### config.mk
export PLATFORM = sky130hd
export DESIGN_NAME = ps2_tx
export DESIGN_NICKNAME = d
export VERILOG_FILES = /design/src/rtl/ps2_pkg.sv /design/src/rtl/ps2_sync.sv /design/src/rtl/ps2_tx.sv
export SDC_FILE = /design/constraint.sdc
export NUM_CORES = 1
export LEC_CHECK = 0
export ABC_CLOCK_PERIOD_IN_PS = 2700
export CAP_MARGIN = 20
export CORE_MARGIN = 10
export CORE_UTILIZATION = 30
export CTS_CLUSTER_DIAMETER = 150
export DETAILED_ROUTE_END_ITERATION = 8
export GPL_ROUTABILITY_DRIVEN = 0
export SKIP_LAST_GASP = 1
export SLEW_MARGIN = 15
export SYNTH_ARGS = -nofsm -noshare
export SYNTH_HDL_FRONTEND = slang
export SYNTH_SLANG_ARGS = --single-unit
### constraint.sdc
create_clock -name clk -period 2.7 [get_ports clk]
set_input_delay 0.27 -clock clk [delete_from_list [all_inputs] [get_ports clk]]
set_output_delay 0.27 -clock clk [all_outputs]
set_load 0.01 [all_outputs]
### src/rtl/ps2_pkg.sv
// Shared PS/2 definitions: FSM state encoding, frame length and parity helper.
// Used by both the host transmitter and the keyboard receiver.
package ps2_pkg;

  localparam int PS2_FRAME_BITS = 11;

  localparam logic [2:0] ST_IDLE      = 3'd0;
  localparam logic [2:0] ST_INHIBIT   = 3'd1;
  localparam logic [2:0] ST_REQUEST   = 3'd2;
  localparam logic [2:0] ST_SHIFT     = 3'd3;
  localparam logic [2:0] ST_ACK       = 3'd4;
  localparam logic [2:0] ST_WAIT_IDLE = 3'd5;

  function automatic logic odd_parity(input logic [7:0] d);
    return ~^d;
  endfunction

endpackage

### src/rtl/ps2_sync.sv
// 2-FF synchronizer for the PS/2 clock and data pins plus a falling-edge flag
// for each (previous synced value 1, current 0).
module ps2_sync (
  input  logic clk,
  input  logic rst,
  input  logic clk_in,
  input  logic data_in,
  output logic clk_s,
  output logic data_s,
  output logic clk_fall,
  output logic data_fall
);

  // bit 0 = PS/2 clock, bit 1 = PS/2 data; idle bus level is 1
  logic [1:0] meta, sync, prev;

  always_ff @(posedge clk or posedge rst) begin
    if (rst) begin
      meta <= 2'b11;
      sync <= 2'b11;
      prev <= 2'b11;
    end else begin
      meta <= {data_in, clk_in};
      sync <= meta;
      prev <= sync;
    end
  end

  assign clk_s     = sync[0];
  assign data_s    = sync[1];
  assign clk_fall  = prev[0] & ~sync[0];
  assign data_fall = prev[1] & ~sync[1];

endmodule

### src/rtl/ps2_tx.sv
// Host-to-device PS/2 transmitter: request-to-send, 8 data bits LSB first,
// odd parity and stop, then device ACK check. Drives open-drain pull-low enables.
module ps2_tx
  import ps2_pkg::*;
#(
  parameter int CLK_HZ         = 25_000_000,
  parameter int INHIBIT_CYCLES = 2500,
  parameter int TIMEOUT_CYCLES = 375_000
) (
  input  logic       clk,
  input  logic       reset,
  input  logic       start,
  input  logic [7:0] data,
  input  logic       ps2_clk_in,
  input  logic       ps2_data_in,
  output logic       ps2_clk_oe,
  output logic       ps2_data_oe,
  output logic       busy,
  output logic       done,
  output logic       error
);

  localparam int CNT_MAX = (TIMEOUT_CYCLES > INHIBIT_CYCLES) ? TIMEOUT_CYCLES : INHIBIT_CYCLES;
  localparam int CW      = $clog2(CNT_MAX + 1);

  logic                      clk_s, data_s, clk_fall, unused_data_fall;
  logic [2:0]                state;
  logic [PS2_FRAME_BITS-1:0] frame;
  logic [CW-1:0]             cnt;
  logic [3:0]                edge_cnt;
  logic                      ack_s;
  logic                      tmo;

  ps2_sync u_sync (
    .clk       (clk),
    .rst       (reset),
    .clk_in    (ps2_clk_in),
    .data_in   (ps2_data_in),
    .clk_s     (clk_s),
    .data_s    (data_s),
    .clk_fall  (clk_fall),
    .data_fall (unused_data_fall)
  );

  assign tmo = (cnt == CW'(TIMEOUT_CYCLES - 1));

  always_ff @(posedge clk or posedge reset) begin
    if (reset) begin
      state       <= ST_IDLE;
      ps2_clk_oe  <= 1'b0;
      ps2_data_oe <= 1'b0;
      busy        <= 1'b0;
      done        <= 1'b0;
      error       <= 1'b0;
      frame       <= '1;
      cnt         <= '0;
      edge_cnt    <= '0;
      ack_s       <= 1'b1;
    end else begin
      done  <= 1'b0;
      error <= 1'b0;
      case (state)
        ST_IDLE: begin
          ps2_clk_oe  <= 1'b0;
          ps2_data_oe <= 1'b0;
          busy        <= 1'b0;
          // busy is still high in the done/error cycle, so a start there is dropped
          if (start && !busy) begin
            frame      <= {1'b1, odd_parity(data), data, 1'b0};
            cnt        <= '0;
            edge_cnt   <= '0;
            busy       <= 1'b1;
            ps2_clk_oe <= 1'b1;
            state      <= ST_INHIBIT;
          end
        end
        ST_INHIBIT: begin
          cnt <= cnt + 1'b1;
          if (cnt == CW'(INHIBIT_CYCLES - 1)) begin
            ps2_data_oe <= 1'b1;
            state       <= ST_REQUEST;
          end
        end
        ST_REQUEST: begin
          ps2_clk_oe  <= 1'b0;
          ps2_data_oe <= ~frame[0];
          cnt         <= '0;
          state       <= ST_SHIFT;
        end
        ST_SHIFT, ST_ACK, ST_WAIT_IDLE: begin
          cnt <= cnt + 1'b1;
          if (tmo) begin
            ps2_clk_oe  <= 1'b0;
            ps2_data_oe <= 1'b0;
            error       <= 1'b1;
            state       <= ST_IDLE;
          end else if (state == ST_SHIFT) begin
            if (clk_fall) begin
              if (edge_cnt == 4'd10) begin
                // device drives ACK low before its 11th falling edge
                ps2_data_oe <= 1'b0;
                ack_s       <= data_s;
                state       <= ST_ACK;
              end else begin
                frame       <= {1'b1, frame[PS2_FRAME_BITS-1:1]};
                ps2_data_oe <= ~frame[1];
                edge_cnt    <= edge_cnt + 1'b1;
              end
            end
          end else if (state == ST_ACK) begin
            if (ack_s) begin
              error <= 1'b1;
              state <= ST_IDLE;
            end else begin
              state <= ST_WAIT_IDLE;
            end
          end else if (clk_s && data_s) begin
            done  <= 1'b1;
            state <= ST_IDLE;
          end
        end
        default: state <= ST_IDLE;
      endcase
    end
  end

endmodule

==> results of run 1 <==
-- layer usage --
metal / track usage, % / wire [um] / vias to the layer above
met5: 0 / 0 / -
met4: 2.79 / 65 / 0
met3: 1.74 / 175 / 4
met2: 13.2 / 2410 / 34
met1: 11.9 / 2650 / 927
li1: - / - / 980
-- worst register-to-register path: cells and delay by family, from the launching register on --
family          cells  cell delay [ns]
compound gates      2             0.45
simple gates        3             0.94
fa+ha+maj           1             0.28
flops               1             0.45
-- flip-flops by register name (all words and copies together), names as in the netlist --
register / flops
cnt: 19
frame: 10
edge_cnt: 4
state: 3
u_sync.meta: 2
u_sync.sync: 2
ack_s: 1
busy: 1
done: 1
error: 1
ps2_clk_oe: 1
ps2_data_oe: 1
u_sync.prev: 1
-- power groups by stage --
stage / Combinational [mW] / Sequential (mW) / Clock (mW)
after floorplan: 0.453 / 0.969 / 0
after global placement: 0.554 / 1.01 / 0
after detailed placement: 0.564 / 1.01 / 0
after CTS: 0.569 / 0.997 / 0.491
after global routing: 0.633 / 1.02 / 0.525
final: 0.557 / 0.997 / 0.480
-- layout by cell type (no fill, tap or decap), types with 7 or more instances in the layout --
master,n
nand2_1,20
dfrtp_1,31
inv_1,10
a21oi_1,20
nand3_1,10
clkdlybuf4s50_1,17
nor2_1,34
nor4_1,7
nor3_1,12
o21ai_0,10
mux2i_1,10
xnor2_1,20
dfstp_2,16
-- metrics by stage --
stage,hold slack [ns],setup WS (ns)
floorplan,0.274,0.752
global placement,0.346,0.539
detailed placement,0.347,0.474
CTS,0.359,0.459
global route,0.355,0.172
finish,0.360,0.484
-- cell type report --
type | instances | area [um^2] | share of cell area [%]
Inverter | 11 | 41.3 | 1.40
Tap cell | 105 | 131 | 4.44
Clock inverter | 2 | 13.8 | 0.465
Timing Repair Buffer | 23 | 215 | 7.28
Clock buffer | 6 | 93.8 | 3.17
Multi-Input combinational cell | 198 | 1270 | 42.8
Sequential cell | 47 | 1200 | 40.4
-- logic make-up after synthesis --
logic type	share of synthesized area, %
simple gates	22.7
compound gates	12.5
flops	45.8
buf+inv	5.66
xor+xnor	7.05
mux	4.84
fa+ha+maj	1.44
-- how the worst min path moves through the flow --
stage | to | slack, ns | cells after the start
after floorplan | u_sync.meta[0] | 0.27 | 0
after global placement | u_sync.sync[1] | 0.35 | 0
after detailed placement | u_sync.sync[1] | 0.35 | 0
after CTS | u_sync.meta[1] | 0.36 | 1
after global routing | u_sync.meta[1] | 0.36 | 1
final | u_sync.sync[0] | 0.36 | 0
==> impl_metrics.py, run 1 <==
metrics = {
    "critical_path": {
        "cp-startpoint": "cnt[0]",
        "critical_path.reg2reg.startpoint": "cnt[0]",
        "r2r-end": "ps2_clk_oe",
        "cp_cell_sequence": "ha_1 -> nor4b_2 -> nand4_1 -> nor2_1 -> o21ai_0 -> a31o_2",
        "critPathMaxStageDelay_ns": 0.45,
        "crit_arrival_ns": 2.42,
        "startpoint_type": "flop",
        "rr_worst_depth": 6,
        "crit_buf_inv": 0,
        "critical_path_class": "flop to flop",
        "crit_fanout": 8,
        "endpoint": "ps2_clk_oe",
        "critPathTopFamily": "simple AND/OR/NAND/NOR gates",
        "cp-end-kind": "flop",
        "ff2ff_setup_slack_ns": 0.48,
        "crit_required_ns": 2.90,
        "crit_path_top_delay_cell": "dfrtp_1",
        "cp.depth": 6,
    },
    "grt": {
        "antenna_found_initial": 0,
        "grt_max_degree": 39,
        "grt_pass1_wl_um": 9500,
        "grt-ovfl-total": 0,
        "grt_usage_pct": 8.65,
        "grt_pass1_vias": 1957,
    },
    "drt": {
        "dr.pass1.iters": 5,
        "via_count": 1945,
        "routed_wl_um": 5300,
        "drt-vias-per-instance": 4.96,
        "drtIter0Drc": 154,
        "detail-route-antenna-nets": 0,
        "drc": 0,
        "wire_per_inst_um": 13.5,
    },
    "pwr": {
        "p_leak_nw": 1.12,
        "p_switching_uw": 679,
        "switching_share_pct": 33.4,
        "p_int_mw": 1.35,
        "power_frac_clock_pct": 23.6,
        "power_frac_comb_pct": 27.4,
        "power_density_nw_per_um2": 687,
        "power_mw": 2.03,
        "ir_drop_mv": 0.257,
        "power_frac_seq_pct": 49.0,
    },
    "worst_hold_path": {
        "hold_start": "u_sync.meta[0]",
        "hold_path.class": "flop to flop",
    },
    "logic_synthesis": {
        "async_flop_share_pct": 100,
        "ys_warn_count": 0,
        "postSynthAreaPerCell_um2": 9.63,
        "synth-edff-count": 0,
        "ys.flop_type": "dfrtp_1",
        "yosysUniqueCellTypes": 53,
        "seq_area_frac_synth_pct": 45.8,
        "syn_area_um2": 2610,
        "yosys.area.top_type": "dfrtp_1",
        "synth-seq-cells": 47,
        "synthCells": 271,
        "synth.most_common_cell": "nor2_1",
        "synth_area_leaders": "dfrtp_1, dfstp_2, xnor2_1",
        "syn_nets": 287,
        "synthTopCellsByCount": "nor2_1, dfrtp_1, a21oi_1, nand2_1, xnor2_1",
        "synth_top_area_share_pct": 29.7,
    },
    "timing": {
        "fmax_mhz": 451,
        "setup_viol_count_final": 0,
        "min_period_ns": 2.22,
        "tns_ns": 0,
        "hold_viol": 0,
        "period_share_pct": 82.1,
        "fin_skew_ns": 0.00929,
        "slew_viol_final": 0,
        "max-slew-margin-rel_pct": 32.7,
        "worst_pin_slew_ns": 1.01,
        "grt_setup_unrepaired": "no",
    },
    "finish": {
        "nNetsFinal": 302,
        "drive_gt1_share_pct": 15.3,
        "instances_no_fill": 392,
        "fin_util_pct": 35.5,
        "num_antenna_cells": 0,
        "final_area_um2": 2960,
        "num-fill-cells": 854,
        "area_delta_synth_final_pct": 13.3,
    },
    "cts": {
        "clock_path_buffers": 2,
        "htreeDepth": 2,
        "clk_latency_ns": 0.30,
        "cts-buffers-inserted": 5,
        "hold_buffers": 0,
        "cts_root_buffer": "clkbuf_8",
        "path_clk_slew_ns": 0.09,
        "post-cts-setup-buffers": 0,
        "cts_sinks": 47,
        "cts_resized": 0,
        "cts_tree": "built",
    },
    "die": {
        "dieArea_um2": 12800,
        "die_y_um": 113,
        "core_um2": 8340,
        "fp.dieW_um": 113,
        "io_pins": 18,
        "initial_core_util_pct": 31.3,
        "fp-row-count": 33,
    },
    "run_status": {
        "status": "finished clean",
    },
    "flow_run": {
        "drv_cap": 0,
    },
    "place": {
        "port_buffers": 17,
        "dp_hpwl_um": 3990,
        "place_inst": 384,
        "place_area_um2": 2850,
    },
}
No activity file was read; power rests on OpenSTA's default activity.
==> inputs of run 2 (changes only) <==
Settings changed: ABC_CLOCK_PERIOD_IN_PS 2700 to 1900.
Clock period 2.7 ns to 1.9 ns, I/O delays scaled along.
==> impl_metrics.py, run 2 (synthesis gave the netlist of run 1 again) <==
metrics = {
    "run_status": {
        "status": "finished clean",
    },
    "drt": {
        "drt-vias-per-instance": 4.89,
        "wire_per_inst_um": 13.7,
        "drc": 0,
        "drtIter0Drc": 96,
        "routed_wl_um": 5830,
        "detail-route-antenna-nets": 0,
        "dr.pass1.iters": 4,
        "via_count": 2085,
    },
    "cts": {
        "clock_path_buffers": 2,
        "htreeDepth": 2,
        "cts_sinks": 47,
        "path_clk_slew_ns": 0.10,
        "hold_buffers": 0,
        "clk_latency_ns": 0.30,
        "cts-buffers-inserted": 5,
        "cts_root_buffer": "clkbuf_8",
        "cts_tree": "built",
    },
    "die": {
        "io_pins": 18,
        "die_y_um": 113,
        "dieArea_um2": 12800,
        "fp.dieW_um": 113,
        "initial_core_util_pct": 31.3,
        "core_um2": 8340,
        "fp-row-count": 33,
    },
    "pwr": {
        "power_frac_clock_pct": 23.9,
        "power_frac_comb_pct": 33.1,
        "p_leak_nw": 1.31,
        "p_int_mw": 2.15,
        "ir_drop_mv": 0.646,
        "power_frac_seq_pct": 43.0,
        "power_mw": 3.21,
        "power_density_nw_per_um2": 968,
        "switching_share_pct": 32.8,
        "p_switching_mw": 1.05,
    },
    "place": {
        "port_buffers": 17,
        "dp_slack_ns": -0.00409,
        "place_inst": 415,
        "dp_hpwl_um": 4160,
    },
    "finish": {
        "num-fill-cells": 836,
        "drive_gt1_share_pct": 26.5,
        "area_delta_synth_final_pct": 26.8,
        "nNetsFinal": 336,
        "largest_reg_flops": 19,
        "instances_no_fill": 426,
        "mostFrequentLayoutCells": "buf_4, nor2_1, dfrtp_1",
        "num_antenna_cells": 0,
        "reg.largest.list": "cnt (19), frame (10), edge_cnt (4)",
        "regMostFlops": "cnt",
        "mostFrequentLayoutCell": "buf_4",
    },
    "grt": {
        "grt-ovfl-total": 0,
        "grt_pass1_vias": 2122,
        "antenna_found_initial": 0,
        "grt_max_degree": 48,
        "grt_usage_pct": 9.02,
        "grt_pass1_wl_um": 9830,
    },
    "critical_path": {
        "critPathMaxStageDelay_ns": 0.52,
        "critical_path.reg2reg.startpoint": "cnt[1]",
        "crit_arrival_ns": 2.05,
        "ff2ff_setup_slack_ns": 0.05,
        "rr_worst_depth": 5,
        "crit_fanout": 8,
        "critical_path_class": "flop to flop",
        "crit_required_ns": 2.09,
        "cp_cell_sequence": "ha_4 -> nor4b_4 -> nand4_1 -> o311a_2 -> mux2_4",
        "startpoint_type": "flop",
        "r2r-end": "edge_cnt[1]",
        "crit_path_top_delay_cell": "o311a_2",
        "cp-end-kind": "flop",
    },
    "timing": {
        "min_period_ns": 1.85,
        "worst_pin_slew_ns": 0.338,
        "hold_ws_ns": 0.234,
        "slew_viol_final": 0,
        "hold_viol": 0,
        "setup_slack_ns": 0.0481,
        "period_share_pct": 97.5,
        "fin_skew_ns": 0.00787,
        "setup_viol_count_final": 0,
        "max-slew-margin-rel_pct": 77.2,
        "grt_setup_unrepaired": "yes",
        "fmax_mhz": 540,
    },
    "flow_run": {
        "drv_cap": 0,
    },
    "worst_hold_path": {
        "hold_path.class": "primary input to async pin",
    },
}
-- run 2: per-stage QoR --
stage | util [%] | setup TNS, ns | instance area [um^2]
after CTS | 38.9 | 0 | 3250
final | 39.7 | 0 | 3310
after global placement | 37.4 | 0 | 3120
after floorplan | - | 0 | 2620
after detailed placement | 37.4 | -0.00462 | 3120
after global routing | 39.7 | -0.195 | 3310
-- run 2: final cells by class --
cell class	instances	area [um^2]	area share (%)
Inverter	11	41.3	1.25
Timing Repair Buffer	57	499	15.1
Tap cell	105	131	3.97
Clock buffer	5	68.8	2.08
Sequential cell	47	1200	36.1
Multi-Input combinational cell	198	1330	40.0
Clock inverter	3	47.5	1.44
-- run 2: layer usage --
metal	global-route usage, %	wire, um	vias to the layer above
li1	-	-	1054
met1	10.5	2610	986
met2	15.4	2920	37
met3	2.54	215	8
met4	3.30	81	0
met5	0	0	-
-- run 2: how the worst max path moves through the flow --
stage | start | end | cells past startpoint
after global placement | cnt[1] | ack_s | 8
after global routing | cnt[0] | frame[6] | 6
after CTS | cnt[1] | ps2_data_oe | 9
after detailed placement | cnt[1] | ack_s | 8
final | cnt[1] | edge_cnt[1] | 5
after floorplan | cnt[0] | edge_cnt[1] | 6
-- run 2: repair_timing --
item,in CTS,in global routing
setup buffers,0,1
pin swaps,1,4
gates cloned,0,2
gates resized for setup,2,12
endpoints found under the setup margin,4,18
-- run 2: power by group through the flow --
stage / sequential [mW] / combinational (mW) / clock (mW)
floorplan: 1.39 / 0.658 / 0
global placement: 1.39 / 0.989 / 0
detailed placement: 1.40 / 1.01 / 0
CTS: 1.38 / 1.01 / 0.789
global route: 1.41 / 1.18 / 0.825
finish: 1.38 / 1.06 / 0.766
-- run 2: worst max-delay path: cells and delay by family, from the launching register on --
kind	cells	cell delay [ns]
AO/OA/AOI/OAI	1	0.52
multiplexers	1	0.32
AND/OR/NAND/NOR	2	0.35
flip-flops	1	0.40
adder cells (fa/ha/maj)	1	0.15
==> inputs of run 3 (changes only) <==
Settings changed: SLEW_MARGIN 15 to not set, SYNTH_HIERARCHICAL set to 1.
==> impl_metrics.py, run 3 <==
metrics = {
    "cts": {
        "cts_tree": "built",
        "clock_path_buffers": 2,
        "cts-buffers-inserted": 5,
        "path_clk_slew_ns": 0.09,
        "hold_buffers": 0,
        "clk_latency_ns": 0.31,
        "cts_root_buffer": "clkbuf_8",
        "htreeDepth": 2,
        "cts_sinks": 47,
    },
    "logic_synthesis": {
        "postSynthAreaPerCell_um2": 9.88,
        "synthCells": 258,
        "syn_nets": 274,
        "syn_area_um2": 2550,
        "ys_warn_count": 6,
    },
    "worst_hold_path": {
        "hold_path.class": "primary input to flop",
    },
    "run_status": {
        "violations": "setup timing",
        "status": "finished with violations",
    },
    "place": {
        "dp_slack_ns": -0.292,
        "dp_hpwl_um": 4250,
        "port_buffers": 17,
        "place_area_um2": 3150,
    },
    "finish": {
        "num_antenna_cells": 0,
        "final_area_um2": 3470,
        "mostFrequentLayoutCell": "buf_4",
        "nNetsFinal": 336,
        "area_delta_synth_final_pct": 36.3,
        "regMostFlops": "cnt",
        "drive_gt1_share_pct": 32.7,
        "reg.largest.list": "cnt (19), frame (10), edge_cnt (4)",
        "mostFrequentLayoutCells": "buf_4, dfrtp_1, nor2_1",
        "num-fill-cells": 808,
        "largest_reg_flops": 19,
        "fin_util_pct": 42.1,
    },
    "drt": {
        "dr.pass1.iters": 5,
        "drc": 0,
        "drt-vias-per-instance": 5.07,
        "detail-route-antenna-nets": 0,
        "routed_wl_um": 6050,
        "wire_per_inst_um": 14.2,
        "drtIter0Drc": 122,
        "via_count": 2159,
    },
    "pwr": {
        "ir_drop_mv": 0.456,
        "power_mw": 3.69,
        "p_leak_nw": 1.38,
        "power_density_nw_per_um2": 1060,
    },
    "timing": {
        "slew_viol_final": 0,
        "tns_ns": -0.0827,
        "hold_viol": 0,
        "setup_viol_count_final": 2,
        "min_period_ns": 1.96,
        "fmax_mhz": 510,
        "setup_slack_ns": -0.0613,
        "period_share_pct": 103,
        "max-slew-margin-rel_pct": 63.9,
        "fin_skew_ns": 0.0137,
        "worst_pin_slew_ns": 0.542,
        "grt_setup_unrepaired": "yes",
    },
    "critical_path": {
        "critical_path_class": "flop to flop",
        "startpoint_type": "flop",
        "crit_path_top_delay_cell": "or4b_4",
        "crit_fanout": 3,
        "critPathMaxStageDelay_ns": 0.58,
        "cp-end-kind": "flop",
        "crit_required_ns": 2.12,
        "cp_cell_sequence": "or4b_4 -> a2111oi_4 -> o21ai_2 -> or3_1 -> a21boi_1",
        "crit_arrival_ns": 2.19,
    },
    "grt": {
        "grt_pass1_vias": 2067,
        "grt_usage_pct": 9.56,
        "antenna_found_initial": 0,
        "grt_pass1_wl_um": 10200,
        "grt_max_degree": 43,
        "grt-ovfl-total": 0,
    },
    "die": {
        "dieArea_um2": 12600,
        "core_um2": 8260,
        "fp-row-count": 33,
        "io_pins": 18,
        "initial_core_util_pct": 30.9,
        "die_y_um": 112,
        "fp.dieW_um": 112,
    },
    "flow_run": {
        "drv_cap": 0,
    },
}
-- run 3: cell types whose count changed in the layout (fill, tap and decap cells not counted), sizes merged, moves of 7 or more --
cell   previous run  this run
mux2i            10         1
o21a              0         7
buf              40        50
o22a              0         8
nor2             34        22
a21oi            20         5
-- run 3: what timing repair did --
item                                    CTS  global route
gates cloned                              0             1
resized for setup                         5            38
endpoints found under the setup margin   12            31
pin swaps                                 3            18
setup buffers                             3             3
endpoints found under the hold margin     0             0
-- run 3: metal layers --
metal	global-route usage [%]	wire, um
met5	0	0
met4	2.54	74
met3	3.14	272
met2	14.3	2810
met1	12.9	2890
-- run 3: area by class of cell --
| class | instances | area [um^2] | share of cell area, % |
|---|---|---|---|
| Multi-Input combinational cell | 187 | 1430 | 41.1 |
| Inverter | 12 | 45.0 | 1.30 |
| Clock inverter | 1 | 5.00 | 0.144 |
| Tap cell | 105 | 131 | 3.78 |
| Sequential cell | 47 | 1200 | 34.4 |
| Timing Repair Buffer | 67 | 583 | 16.8 |
| Clock buffer | 7 | 86.3 | 2.48 |
-- run 3: final timing paths --
kind                           startpoint        endpoint  slack, ns  depth (start not counted)
setup / recovery                 state[0]     edge_cnt[3]      -0.06                          5
setup reg to reg                 state[0]     edge_cnt[3]      -0.06                          5
min in group asynchronous           reset  u_sync/prev[0]       0.31                          2
hold reg to reg            u_sync/meta[0]  u_sync/sync[0]       0.36                          0
hold / removal                ps2_data_in  u_sync/meta[1]       0.28                          1
max in group asynchronous           reset        frame[9]       1.17                          3
-- run 3: per-stage QoR --
step	std cells	hold WS [ns]
floorplan	258	0.167
global placement	411	0.346
detailed placement	411	0.350
CTS	422	0.276
global route	426	0.284
finish	426	0.282
-- run 3: worst max-delay path: cells and delay by family, from the launching register on --
family,cells,cell delay [ns]
AO/OA/AOI/OAI,3,0.57
flip-flops,1,0.40
AND/OR/NAND/NOR,2,0.89
-- run 3: where the power goes --
group | internal (mW) | total (mW) | switching (mW)
Combinational | 0.792 | 1.61 | 0.820
Clock | 0.294 | 0.645 | 0.350
Sequential | 1.29 | 1.43 | 0.140
